[config.mk]
export PLATFORM = sky130hd
export DESIGN_NAME = x7dn_sched
export DESIGN_NICKNAME = d
export VERILOG_FILES = /design/src/rtl/x7dn_sched.sv
export SDC_FILE = /design/constraint.sdc
export NUM_CORES = 1
export LEC_CHECK = 0
export BUFFER_PORTS_ARGS = -buffer_cell sky130_fd_sc_hd__buf_2
export CAP_MARGIN = 10
export CORE_MARGIN = 3
export CORE_UTILIZATION = 30
export DETAILED_ROUTE_END_ITERATION = 6
export SETUP_SLACK_MARGIN = 0.02
export SYNTH_ARGS = -nofsm -noshare
export SYNTH_HDL_FRONTEND = slang
export SYNTH_SLANG_ARGS = --single-unit
export TNS_END_PERCENT = 100
[constraint.sdc]
create_clock -name clk -period 6.39 [get_ports clk]
set_clock_uncertainty 0.2 [all_clocks]
set_input_delay 1.5975 -clock clk [delete_from_list [all_inputs] [get_ports clk]]
set_output_delay 1.5975 -clock clk [all_outputs]
set_load 0.005 [all_outputs]
[src/rtl/x7dn_sched.sv]
// ============================================================================
// Module   : x7dn_sched
// Function : Sweeps a control word across the x7dn decode array and queues
//            each sampled result in a show-ahead FIFO. Optional macro
//            X7DN_SCHED_PARITY_EN adds the res_par output.
// Revision : 1.0  initial release
// ============================================================================
`default_nettype none

module x7dn_sched #(
  parameter int DEPTH  = 4,
  parameter int MODE_W = 11
) (
  input  logic              clk,
  input  logic              rst,
  input  logic              start,
  input  logic [MODE_W-1:0] mode_base,
  input  logic [3:0]        mode_cnt,
  output logic [MODE_W-1:0] mode,
  input  logic [14:0]       res_in,
  output logic              busy,
  output logic              done,
  output logic              res_valid,
  input  logic              res_ready,
  output logic [14:0]       res_data
`ifdef X7DN_SCHED_PARITY_EN
  ,
  output logic              res_par
`endif
);

  localparam int c_aw = (DEPTH > 1) ? $clog2(DEPTH) : 1;
  localparam int c_cw = c_aw + 1;
  localparam logic [c_cw-1:0] c_depth = c_cw'(DEPTH);

  typedef enum logic [2:0] {
    S_IDLE   = 3'd0,
    S_APPLY  = 3'd1,
    S_SAMPLE = 3'd2,
    S_PUSH   = 3'd3,
    S_DONE   = 3'd4
  } state_t;

  state_t            r_state;
  logic [MODE_W-1:0] r_mode;
  logic [3:0]        r_step;
  logic [3:0]        r_cnt;
  logic [14:0]       r_hold;
  logic              r_busy;
  logic              r_done;

  logic [14:0]       r_mem [DEPTH];
  logic [c_aw-1:0]   r_wr_ptr;
  logic [c_aw-1:0]   r_rd_ptr;
  logic [c_cw-1:0]   r_count;

  logic              w_push;
  logic              w_pop;
  logic              w_last;

  // Fullness is judged on the start-of-cycle count, so a same-cycle pop
  // never makes room for the push.
  assign w_push = (r_state == S_PUSH) && (r_count < c_depth);
  assign w_pop  = (r_count != '0) && res_ready;
  assign w_last = ({1'b0, r_step} + 5'd1) == {1'b0, r_cnt};

  always_ff @(posedge clk) begin
    if (rst) begin
      r_state <= S_IDLE;
      r_mode  <= '0;
      r_step  <= '0;
      r_cnt   <= '0;
      r_hold  <= '0;
      r_busy  <= 1'b0;
      r_done  <= 1'b0;
    end else begin
      r_done <= 1'b0;
      case (r_state)
        S_IDLE: begin
          if (start) begin
            if (mode_cnt != 4'd0) begin
              r_mode  <= mode_base;
              r_cnt   <= mode_cnt;
              r_step  <= '0;
              r_busy  <= 1'b1;
              r_state <= S_APPLY;
            end else begin
              r_done  <= 1'b1;
              r_state <= S_DONE;
            end
          end
        end
        S_APPLY: r_state <= S_SAMPLE;
        S_SAMPLE: begin
          r_hold  <= res_in;
          r_state <= S_PUSH;
        end
        S_PUSH: begin
          if (w_push) begin
            if (w_last) begin
              r_done  <= 1'b1;
              r_state <= S_DONE;
            end else begin
              r_step  <= r_step + 4'd1;
              r_mode  <= r_mode + {{(MODE_W-1){1'b0}}, 1'b1};
              r_state <= S_APPLY;
            end
          end
        end
        S_DONE: begin
          r_busy  <= 1'b0;
          r_state <= S_IDLE;
        end
        default: r_state <= S_IDLE;
      endcase
    end
  end

  always_ff @(posedge clk) begin
    if (rst) begin
      r_wr_ptr <= '0;
      r_rd_ptr <= '0;
      r_count  <= '0;
    end else begin
      if (w_push) r_wr_ptr <= r_wr_ptr + 1'b1;
      if (w_pop)  r_rd_ptr <= r_rd_ptr + 1'b1;
      case ({w_push, w_pop})
        2'b10:   r_count <= r_count + 1'b1;
        2'b01:   r_count <= r_count - 1'b1;
        default: r_count <= r_count;
      endcase
    end
  end

  always_ff @(posedge clk) begin
    if (w_push) r_mem[r_wr_ptr] <= r_hold;
  end

  assign mode      = r_mode;
  assign busy      = r_busy;
  assign done      = r_done;
  assign res_valid = (r_count != '0);
  // Empty FIFO presents zero so stale entries never leak out after reset.
  assign res_data  = res_valid ? r_mem[r_rd_ptr] : '0;

`ifdef X7DN_SCHED_PARITY_EN
  logic r_par_mem [DEPTH];

  always_ff @(posedge clk) begin
    if (w_push) r_par_mem[r_wr_ptr] <= ^r_hold;
  end

  assign res_par = res_valid ? r_par_mem[r_rd_ptr] : 1'b0;
`endif

endmodule

`default_nettype wire
* After elaboration in Yosys (flattened, before gate mapping)
Memory sizes are Yosys's and may differ from the RTL's. A register that Yosys moved wholly into a read port is not among the register bits. Cells that the tools add are included. Widths: inputs -> output; s select.
Word-level totals: register bits 46, memory bits (writable) 60, input bits 34, output and inout bits 29, logic and storage cells 71, memories kept 1
Memory list:
- r_mem | depth 4, bits a word 15, read ports 1, clocked after Yosys merged registers in 1, wr ports 1, RTL line 52 | logic [14:0] r_mem [DEPTH];
Operators by class: $add $sub $neg 7, $lt $le $gt $ge 1, eq/ne operators 11, muxes and demuxes 29, reduce and logical (&&, ||, !) cells 12
Operator list (number):
- $mux 11 | 4
- $pmux 11 s2 | 1
- $mux 4 | 4
- $mux 15 | 1
- $mux 3 | 4
- $pmux 3 s4 | 1
- $add 11x1->11 const B | 1
- $mux 1 | 8
- $ne 2x2->1 const B | 4
- $pmux 4 s2 | 1
- $eq 3x2->1 const B | 2
- $pmux 3 s2 | 1
- $reduce_and 3->1 | 2
- $reduce_bool 2->1 | 3
- $add 4x1->5 const B | 1
- $eq 5x4->1 | 1
- $reduce_and 5->1 | 1
- $add 2x1->2 const B | 2
- $add 4x1->4 const B | 1
- $mux 2 | 2
- $pmux 1 s2 | 2
- $reduce_bool 4->1 | 1
- $add 3x1->3 const B | 1
- $eq 3x1->1 const B | 1
- 9 further kinds | 10

* Depth between registers and ports, before layout
Gate-level depths: netlist (run 1).
word-level depth 5, depth in mapped cells 10, mapped depth without buffers 8

* Worst setup path after synthesis (run 1)
OpenSTA, ideal clock, no wires.
path type register to output, from register (tool-made name), to output res_data[10], arrival 1469 ps, data required time 4592 ps, setup slack 3124 ps, stages on the path, launching flop included 5, path buffers 2, cells stage by stage dfxtp_1 buf_2 buf_2 mux4_2 and2_1
RTL lines:
- to (decl) | RTL line 25 | output logic [14:0] res_data

==> results.sh, run 1 <==
export IMPL_status="finished, final reports clean"
export IMPL_slew_violations=0
export IMPL_powerDensity_mw_per_mm2=299
export IMPL_yosys_area_top_type="edfxtp_1"
export IMPL_netSwitchingPower_mw=0.452
export IMPL_wirelength_mm=9.94
export IMPL_vias=3016
export IMPL_end_kind="output pin"
export IMPL_worstSkewPairLatency_ps=340
export IMPL_wl_per_cell_um=15.4
export IMPL_syn_avg_cell_area_um2=12.5
export IMPL_cts_resized=0
export IMPL_crit_family="flip-flops"
export IMPL_p_comb_frac=0.169
export IMPL_vias_per_cell=4.66
export IMPL_synth_cell_types=58
export IMPL_coreArea_mm2=0.0153
export IMPL_timing_final_crit_share=0.588
export IMPL_cp_buffers_inverters=2
export IMPL_syn_cell_area_mm2=0.00474
export IMPL_drtIter0Drc=113
export IMPL_finalHoldViolations=0
export IMPL_crit_cells=4
export IMPL_synth_edf_count=60
export IMPL_yosysWarningCount=0
export IMPL_io_buffers=62
export IMPL_irDropWorstVdd_uv=133
export IMPL_dieHeight_um=132
export IMPL_die_x_um=132
export IMPL_cts_root_buf="clkbuf_16"
export IMPL_worstHoldPathType="flop to flop"
export IMPL_finalNetCount=473
export IMPL_antenna_found_initial=0
export IMPL_setup_viol=0
export IMPL_cts_buffers=9
export IMPL_hold_buffers=0
export IMPL_ios=63
export IMPL_worst_pin_slew_ps=800
export IMPL_cts_buffer_depth=2
export IMPL_reg2regPathDepth=8
export IMPL_r2r_setup_slack_ps=3630
export IMPL_cts_tree="yes"
export IMPL_drive_gt1_frac=0.275
export IMPL_synthesis_nets=421
export IMPL_crit_fanout=11
export IMPL_p_seq_frac=0.496
export IMPL_fp_dieArea_mm2=0.0173
export IMPL_crit_chain="buf_16 -> mux4_2 -> and2_1 -> buf_2"
export IMPL_ys_async_sr_fraction=0
export IMPL_synth_yosys_seq_area_share=0.583
export IMPL_post_cts_setup_buffers=0
export IMPL_worstPathRequired_ps=4590
export IMPL_crit_reg2reg_launch="r_count[2]"
export IMPL_final_antenna_net_count=0
export IMPL_fmax_ghz=0.266
export IMPL_cp_endpoint="res_data[12]"
export IMPL_n_antenna_cell=0
export IMPL_tns_ps=0
export IMPL_first_pass_iters=4
export IMPL_fin_hold_ws_ps=297
export IMPL_r2r_end="r_count[2]"
export IMPL_num_rows=45
export IMPL_slowest_delay_ps=600
export IMPL_drc=0
export IMPL_rsz0062_at_grt="no"
export IMPL_ys_seq_elements=108
export IMPL_synth_ff_type="edfxtp_1"
export IMPL_htreeDepth=3
export IMPL_synth_top_area_frac=0.380
export IMPL_intPower_mw=1.19
export IMPL_track_usage=0.117
export IMPL_crit_type="flop to output pin"
export IMPL_synthTopCellsByArea="edfxtp_1 (38%), dfxtp_1 (20%), mux4_2 (7.1%)"
export IMPL_cts_sinks=108
export IMPL_cp_start_kind="flop"
export IMPL_grt_pass1_wl_mm=16.2
export IMPL_area_growth_pct=16.2
export IMPL_critPathSlowestCell="dfxtp_1"
export IMPL_grt_remaining_overflow=0
export IMPL_fin_crit_ps=3760
export IMPL_maxSlewHeadroom=0.466
export IMPL_p_leak_nw=1.95
export IMPL_grt_pass1_vias=3139
export IMPL_grt_max_degree=36
export IMPL_syn_inst=379
export IMPL_power_switching_share=0.275
export IMPL_clkPwrFrac=0.335
export IMPL_clk_transition_reported_paths_ps=70
export IMPL_start_util=0.309
export IMPL_arrival_ps=1960
export IMPL_hpwl_mm=6.68
export IMPL_cap_violations=0
export IMPL_globalplace_congestion=0.796
-- Yosys cell counts (5+ instances only) --
master and number:
nor2_1 28, mux2i_1 9, o21ai_0 7, xnor2_1 9
inv_1 9, mux4_2 15, edfxtp_1 60, dfxtp_1 48
buf_6 5, a21oi_1 23, xor2_1 8, and2_1 19
clkbuf_1 11, nand2_1 49, ha_1 7
-- cells by family after synthesis --
kind of cell	count (synthesis)	synth area share
buf+inv	32	0.0372
xor+xnor	17	0.0314
simple gates	131	0.137
compound gates	59	0.0982
fa+ha+maj	8	0.0227
mux	24	0.0903
flops	108	0.583
-- area by class of cell --
class / instances / area, um2
clock buffers: 10 / 239
clock inverters: 6 / 62.6
fillers: 1528 / 9810
inverters: 9 / 33.8
multi-input cells: 239 / 1800
flip-flops and latches: 108 / 2760
well taps: 211 / 264
repair buffers: 64 / 345
-- cell usage in the layout (no fill, tap or decap), types with 8 or more instances in the layout --
cell type  count
a21oi_1       23
and2_1        19
buf_2         62
clkbuf_16      9
dfxtp_1       48
edfxtp_1      60
inv_1          9
mux2i_1        9
mux4_2        15
nand2_1       49
nor2_1        28
xnor2_1        9
xor2_1         8
-- stage by stage --
stage          setup WS [ps]  total power, mW  utilization  instance area, um2  instances
2_1_floorplan           3120             1.02            -                4740        379
3_3_place_gp            2580             1.10        0.338                5180        630
3_5_place_dp            2540             1.11        0.338                5180        630
4_1_cts                 2160             1.66        0.358                5480        646
5_1_grt                 2520             1.73        0.360                5510        647
6_report                2630             1.64        0.360                5510        647
-- per-layer routing --
metal	vias to the layer above	wire (um)	GRT usage
met3	10	405	0.0310
li1	1467	-	-
met1	1470	4500	0.142
met2	69	4930	0.207
met4	0	97	0.0315
met5	-	0	0
-- power by group through the flow --
| stage | Combinational (mW) | Sequential [mW] | Clock (mW) |
|---|---|---|---|
| 5_1_grt | 0.314 | 0.822 | 0.589 |
| 3_3_place_gp | 0.260 | 0.837 | 0 |
| 4_1_cts | 0.267 | 0.825 | 0.568 |
| 6_report | 0.278 | 0.815 | 0.551 |
| 2_1_floorplan | 0.206 | 0.813 | 0 |
| 3_5_place_dp | 0.267 | 0.841 | 0 |
-- worst reg2reg max path, delay by kind of cell, from the launching register on --
family	cells	cell delay, ps
AO/OA/AOI/OAI	1	140
XOR/XNOR	1	160
adder cells (fa/ha/maj)	2	570
buffers and inverters	1	60
flip-flops	1	430
AND/OR/NAND/NOR	3	1120
-- worst min-delay path by stage --
| stage | slack, ps | start | endpoint | depth (start not counted) |
|---|---|---|---|---|
| floorplan | 260 | r_hold[0] | r_mem[0][0] | 0 |
| global placement | 270 | r_hold[7] | r_mem[1][7] | 0 |
| detailed placement | 290 | r_hold[6] | r_mem[3][6] | 0 |
| CTS | 300 | r_hold[6] | r_hold[6] | 2 |
| global route | 320 | r_hold[6] | r_mem[3][6] | 0 |
| finish | 300 | r_hold[9] | r_hold[9] | 2 |
-- state kept, by name (all words and copies together) (netlist names), named ones only --
register	count
busy	1
done	1
mode	11
r_cnt	4
r_count	3
r_hold	15
r_mem	60
r_rd_ptr	2
r_state	3
r_step	4
r_wr_ptr	2
(Power assumes the default switching activity.)
==> run 2, diff against run 1 <==
- clock period: 6.39 -> 3.9 ns (I/O delays scaled with it)
==> run 2 against run 1 <==
Net effect:
- combinational power increased by 63%
- utilization decreased by 0.11 points
- clock power increased by 64%
- via count decreased by 1.8%
- sequential power increased by 63%
- worst hold slack about the same
==> results.sh, run 2 (synthesis gave the netlist of run 1 again) <==
export IMPL_vias_per_cell=4.58
export IMPL_cts_resized=0
export IMPL_cts_tree="yes"
export IMPL_cap_violations=0
export IMPL_largest_register_ffs=60
export IMPL_wirelength_mm=9.92
export IMPL_fin_crit_ps=3090
export IMPL_crit_fanout=15
export IMPL_fmax_ghz=0.324
export IMPL_cp_start_kind="flop"
export IMPL_grt_pass1_vias=2960
export IMPL_htreeDepth=3
export IMPL_track_usage=0.116
export IMPL_finalNetCount=473
export IMPL_slew_violations=0
export IMPL_vias=2962
export IMPL_antenna_found_initial=0
export IMPL_drc=0
export IMPL_post_cts_setup_buffers=0
export IMPL_timing_final_crit_share=0.791
export IMPL_setup_viol=0
export IMPL_io_buffers=62
export IMPL_hold_buffers=0
export IMPL_grt_max_degree=31
export IMPL_irDropWorstVdd_uv=270
export IMPL_worstSkewPairLatency_ps=340
export IMPL_powerDensity_mw_per_mm2=489
export IMPL_clk_transition_reported_paths_ps=70
export IMPL_drtIter0Drc=139
export IMPL_hpwl_mm=6.54
export IMPL_p_leak_nw=1.94
export IMPL_crit_type="flop to output pin"
export IMPL_wl_per_cell_um=15.3
export IMPL_start_util=0.309
export IMPL_globalplace_congestion=0.817
export IMPL_mostFrequentLayoutCells="buf_2 (62), edfxtp_1 (60), nand2_1 (49)"
export IMPL_num_rows=45
export IMPL_ios=63
export IMPL_max_flop_register="r_mem"
export IMPL_worst_pin_slew_ps=803
export IMPL_first_pass_iters=4
export IMPL_cts_buffers=9
export IMPL_finalHoldViolations=0
export IMPL_fp_dieArea_mm2=0.0173
export IMPL_maxSlewHeadroom=0.464
export IMPL_cts_root_buf="clkbuf_16"
export IMPL_n_antenna_cell=0
export IMPL_grt_pass1_wl_mm=16.0
export IMPL_final_core_util=0.358
export IMPL_drive_gt1_frac=0.275
export IMPL_layout_commonest_cell="buf_2"
export IMPL_arrival_ps=1910
export IMPL_die_x_um=132
export IMPL_status="finished, final reports clean"
export IMPL_cts_sinks=108
export IMPL_end_kind="output pin"
export IMPL_rsz0062_at_grt="no"
export IMPL_area_growth_pct=15.9
export IMPL_final_antenna_net_count=0
export IMPL_worstPathRequired_ps=2720
export IMPL_tns_ps=0
export IMPL_coreArea_mm2=0.0153
export IMPL_grt_remaining_overflow=0
export IMPL_worstHoldPathType="flop to flop"
export IMPL_dieHeight_um=132
export IMPL_cts_buffer_depth=2
[run 2: cell count changes in the layout (fill, tap and decap cells not counted)]
cell	delta
buf_16	-1
clkinv_8	+1
inv_8	+1
clkinvlp_4	+1
clkbuf_8	-1
inv_6	-2
buf_4	+1
[run 2: routing by layer]
| layer | global-route usage | vias up | routed length (um) |
|---|---|---|---|
| met2 | 0.198 | 76 | 4820 |
| met5 | 0 | - | 0 |
| met1 | 0.149 | 1410 | 4630 |
| met4 | 0.0268 | 0 | 42 |
| li1 | - | 1472 | - |
| met3 | 0.0291 | 4 | 425 |
[run 2: layout make-up]
cell class | count | area (um2)
repair buffers | 64 | 325
flip-flops and latches | 108 | 2760
multi-input cells | 239 | 1800
inverters | 9 | 33.8
fillers | 1547 | 9820
well taps | 211 | 264
clock inverters | 7 | 80.1
clock buffers | 9 | 225
[run 2: power by group]
part	switching, mW	internal, mW	total (mW)
clock network	0.448	0.456	0.904
registers	0.0634	1.26	1.33
logic	0.241	0.212	0.454
total	0.753	1.93	2.68
[run 2: critical path: stages, from the launching register on]
cell	delay (ps)
dfxtp_1	850
mux4_2	420
and2_1	180
buf_2	120
[run 2: final timing paths]
check	startpoint	slack (ps)	to	cells past startpoint
min	r_hold[13]	300	r_hold[13]	2
max reg2reg	r_count[2]	1140	r_count[2]	8
max	flop	810	res_data[13]	3
min reg2reg	r_hold[13]	300	r_hold[13]	2
[run 2: per-stage QoR]
step                      std cells  power, mW  hold slack (ps)  setup WS (ps)  area (um2)
after floorplan                 379       1.67              260           1260        4740
after global placement          631       1.80              273           1160        5180
after detailed placement        631       1.82              287           1070        5180
after CTS                       647       2.74              299            737        5490
after global routing            647       2.83              323            705        5490
final                           647       2.68              298            814        5490
==> run 3, diff against run 2 <==
- clock period: 3.9 -> 3.1 ns (I/O delays scaled with it)
==> run 3 against run 2 <==
Net effect:
- combinational power grew 28%
- register-to-register slack got worse by 640 ps
- sequential power grew 26%
- sequential share of layout area barely moved
- clock power up 18%
- utilization is essentially flat
- largest cell class unchanged
- largest power group unchanged
==> results.sh, run 3 (synthesis gave the netlist of run 1 again) <==
export IMPL_hold_buffers=0
export IMPL_grt_pass1_wl_mm=16.3
export IMPL_worstSkewPairLatency_ps=340
export IMPL_post_cts_setup_buffers=0
export IMPL_critPathSlowestCell="mux4_2"
export IMPL_crit_type="flop to output pin"
export IMPL_htreeDepth=3
export IMPL_end_kind="output pin"
export IMPL_globalplace_congestion=0.769
export IMPL_mostFrequentLayoutCells="buf_2 (62), edfxtp_1 (60), nand2_1 (49)"
export IMPL_cp_start_kind="flop"
export IMPL_crit_chain="buf_4 -> mux4_2 -> and2_1 -> buf_2"
export IMPL_finalNetCount=477
export IMPL_first_pass_iters=4
export IMPL_slowest_delay_ps=540
export IMPL_arrival_ps=1820
export IMPL_clkPwrFrac=0.322
export IMPL_cts_tree="yes"
export IMPL_antenna_found_initial=0
export IMPL_coreArea_mm2=0.0153
export IMPL_cts_buffer_depth=2
export IMPL_drive_gt1_frac=0.277
export IMPL_worstHoldPathType="flop to flop"
export IMPL_p_seq_frac=0.502
export IMPL_fmax_ghz=0.358
export IMPL_grt_remaining_overflow=0
export IMPL_worst_pin_slew_ps=796
export IMPL_fin_crit_ps=2800
export IMPL_irDropWorstVdd_uv=298
export IMPL_intPower_mw=2.42
export IMPL_hp_start="r_hold[9]"
export IMPL_layout_commonest_cell="buf_2"
export IMPL_clk_transition_reported_paths_ps=70
export IMPL_timing_final_crit_share=0.902
export IMPL_maxSlewHeadroom=0.463
export IMPL_p_leak_nw=1.95
export IMPL_status="finished, final reports clean"
export IMPL_grt_max_degree=22
export IMPL_cts_sinks=108
export IMPL_r2r_setup_slack_ps=500
export IMPL_wl_per_cell_um=15.5
export IMPL_crit_reg2reg_launch="r_state[2]"
export IMPL_area_growth_pct=15.8
export IMPL_r2r_end="r_count[2]"
export IMPL_slew_violations=0
export IMPL_drtIter0Drc=191
export IMPL_setup_viol=0
export IMPL_crit_family="multiplexers"
export IMPL_reg2regPathDepth=8
export IMPL_ios=63
export IMPL_power_switching_share=0.271
export IMPL_start_util=0.309
export IMPL_vias_per_cell=4.67
export IMPL_fp_dieArea_mm2=0.0173
export IMPL_final_antenna_net_count=0
export IMPL_finalHoldViolations=0
export IMPL_cp_buffers_inverters=2
export IMPL_track_usage=0.118
export IMPL_netSwitchingPower_mw=0.901
export IMPL_drc=0
export IMPL_largest_register_ffs=60
export IMPL_worstPathRequired_ps=2120
export IMPL_max_flop_register="r_mem"
export IMPL_min_to="r_hold[9]"
export IMPL_crit_fanout=15
export IMPL_powerDensity_mw_per_mm2=605
export IMPL_grt_pass1_vias=3153
export IMPL_die_x_um=132
export IMPL_cts_buffers=9
export IMPL_fin_hold_ws_ps=298
export IMPL_cts_root_buf="clkbuf_16"
export IMPL_cap_violations=0
export IMPL_vias=3043
export IMPL_io_buffers=62
export IMPL_hpwl_mm=6.69
export IMPL_wirelength_mm=10.1
export IMPL_hold_path_depth=2
export IMPL_dieHeight_um=132
export IMPL_tns_ps=0
export IMPL_p_comb_frac=0.175
export IMPL_n_antenna_cell=0
export IMPL_cts_resized=0
export IMPL_rsz0062_at_grt="no"
export IMPL_num_rows=45
[run 3: changes by cell type in the layout (fill, tap and decap cells not counted), sizes merged]
| cell | before | now |
|---|---|---|
| clkbuf | 9 | 10 |
| buf | 64 | 68 |
| inv | 11 | 12 |
| clkinv | 4 | 2 |
[run 3: worst min-delay path, delay by kind of cell (launching register included)]
family	cells	cell delay, ps
flip-flops	1	340
AO/OA/AOI/OAI	1	50
AND/OR/NAND/NOR	1	60
[run 3: worst max-delay path by stage]
stage | startpoint | to | slack [ps] | depth (start not counted)
floorplan | flop | res_data[10] | 660 | 4
global placement | res_ready | r_count[2] | 600 | 8
detailed placement | r_state[2] | r_count[2] | 500 | 8
CTS | flop | res_data[3] | 250 | 4
global route | flop | res_data[13] | 190 | 4
finish | flop | res_data[13] | 300 | 4
[run 3: final cells by class]
type,instances,area [um2]
sequential,108,2760
clock buffer,10,229
tap,211,264
multi-input combinational,239,1800
fill,1558,9830
inverter,9,33.8
clock inverter,6,45.0
timing repair buffer,68,355
[run 3: through the flow]
step            util  power, mW  std cells  setup WS [ps]  instance area (um2)
2_1_floorplan      -       2.10        379            656                 4740
3_3_place_gp   0.341       2.29        635            597                 5220
3_5_place_dp   0.341       2.30        635            503                 5220
4_1_cts        0.358       3.37        651            253                 5490
5_1_grt        0.358       3.50        651            192                 5490
6_report       0.358       3.32        651            304                 5490
[run 3: routing by layer]
layer  vias to the layer above  track usage  wire, um
met5                         -            0         0
met4                         0       0.0268        64
met3                         7       0.0333       502
met2                        77        0.208      5140
met1                      1485        0.145      4350
li1                       1474            -         -
[run 3: power groups by stage]
stage               Sequential, mW  Combinational (mW)  Clock (mW)
floorplan                     1.68               0.425           0
global placement              1.70               0.590           0
detailed placement            1.70               0.599           0
CTS                           1.67               0.601        1.10
global route                  1.68               0.649        1.17
finish                        1.67               0.583        1.07
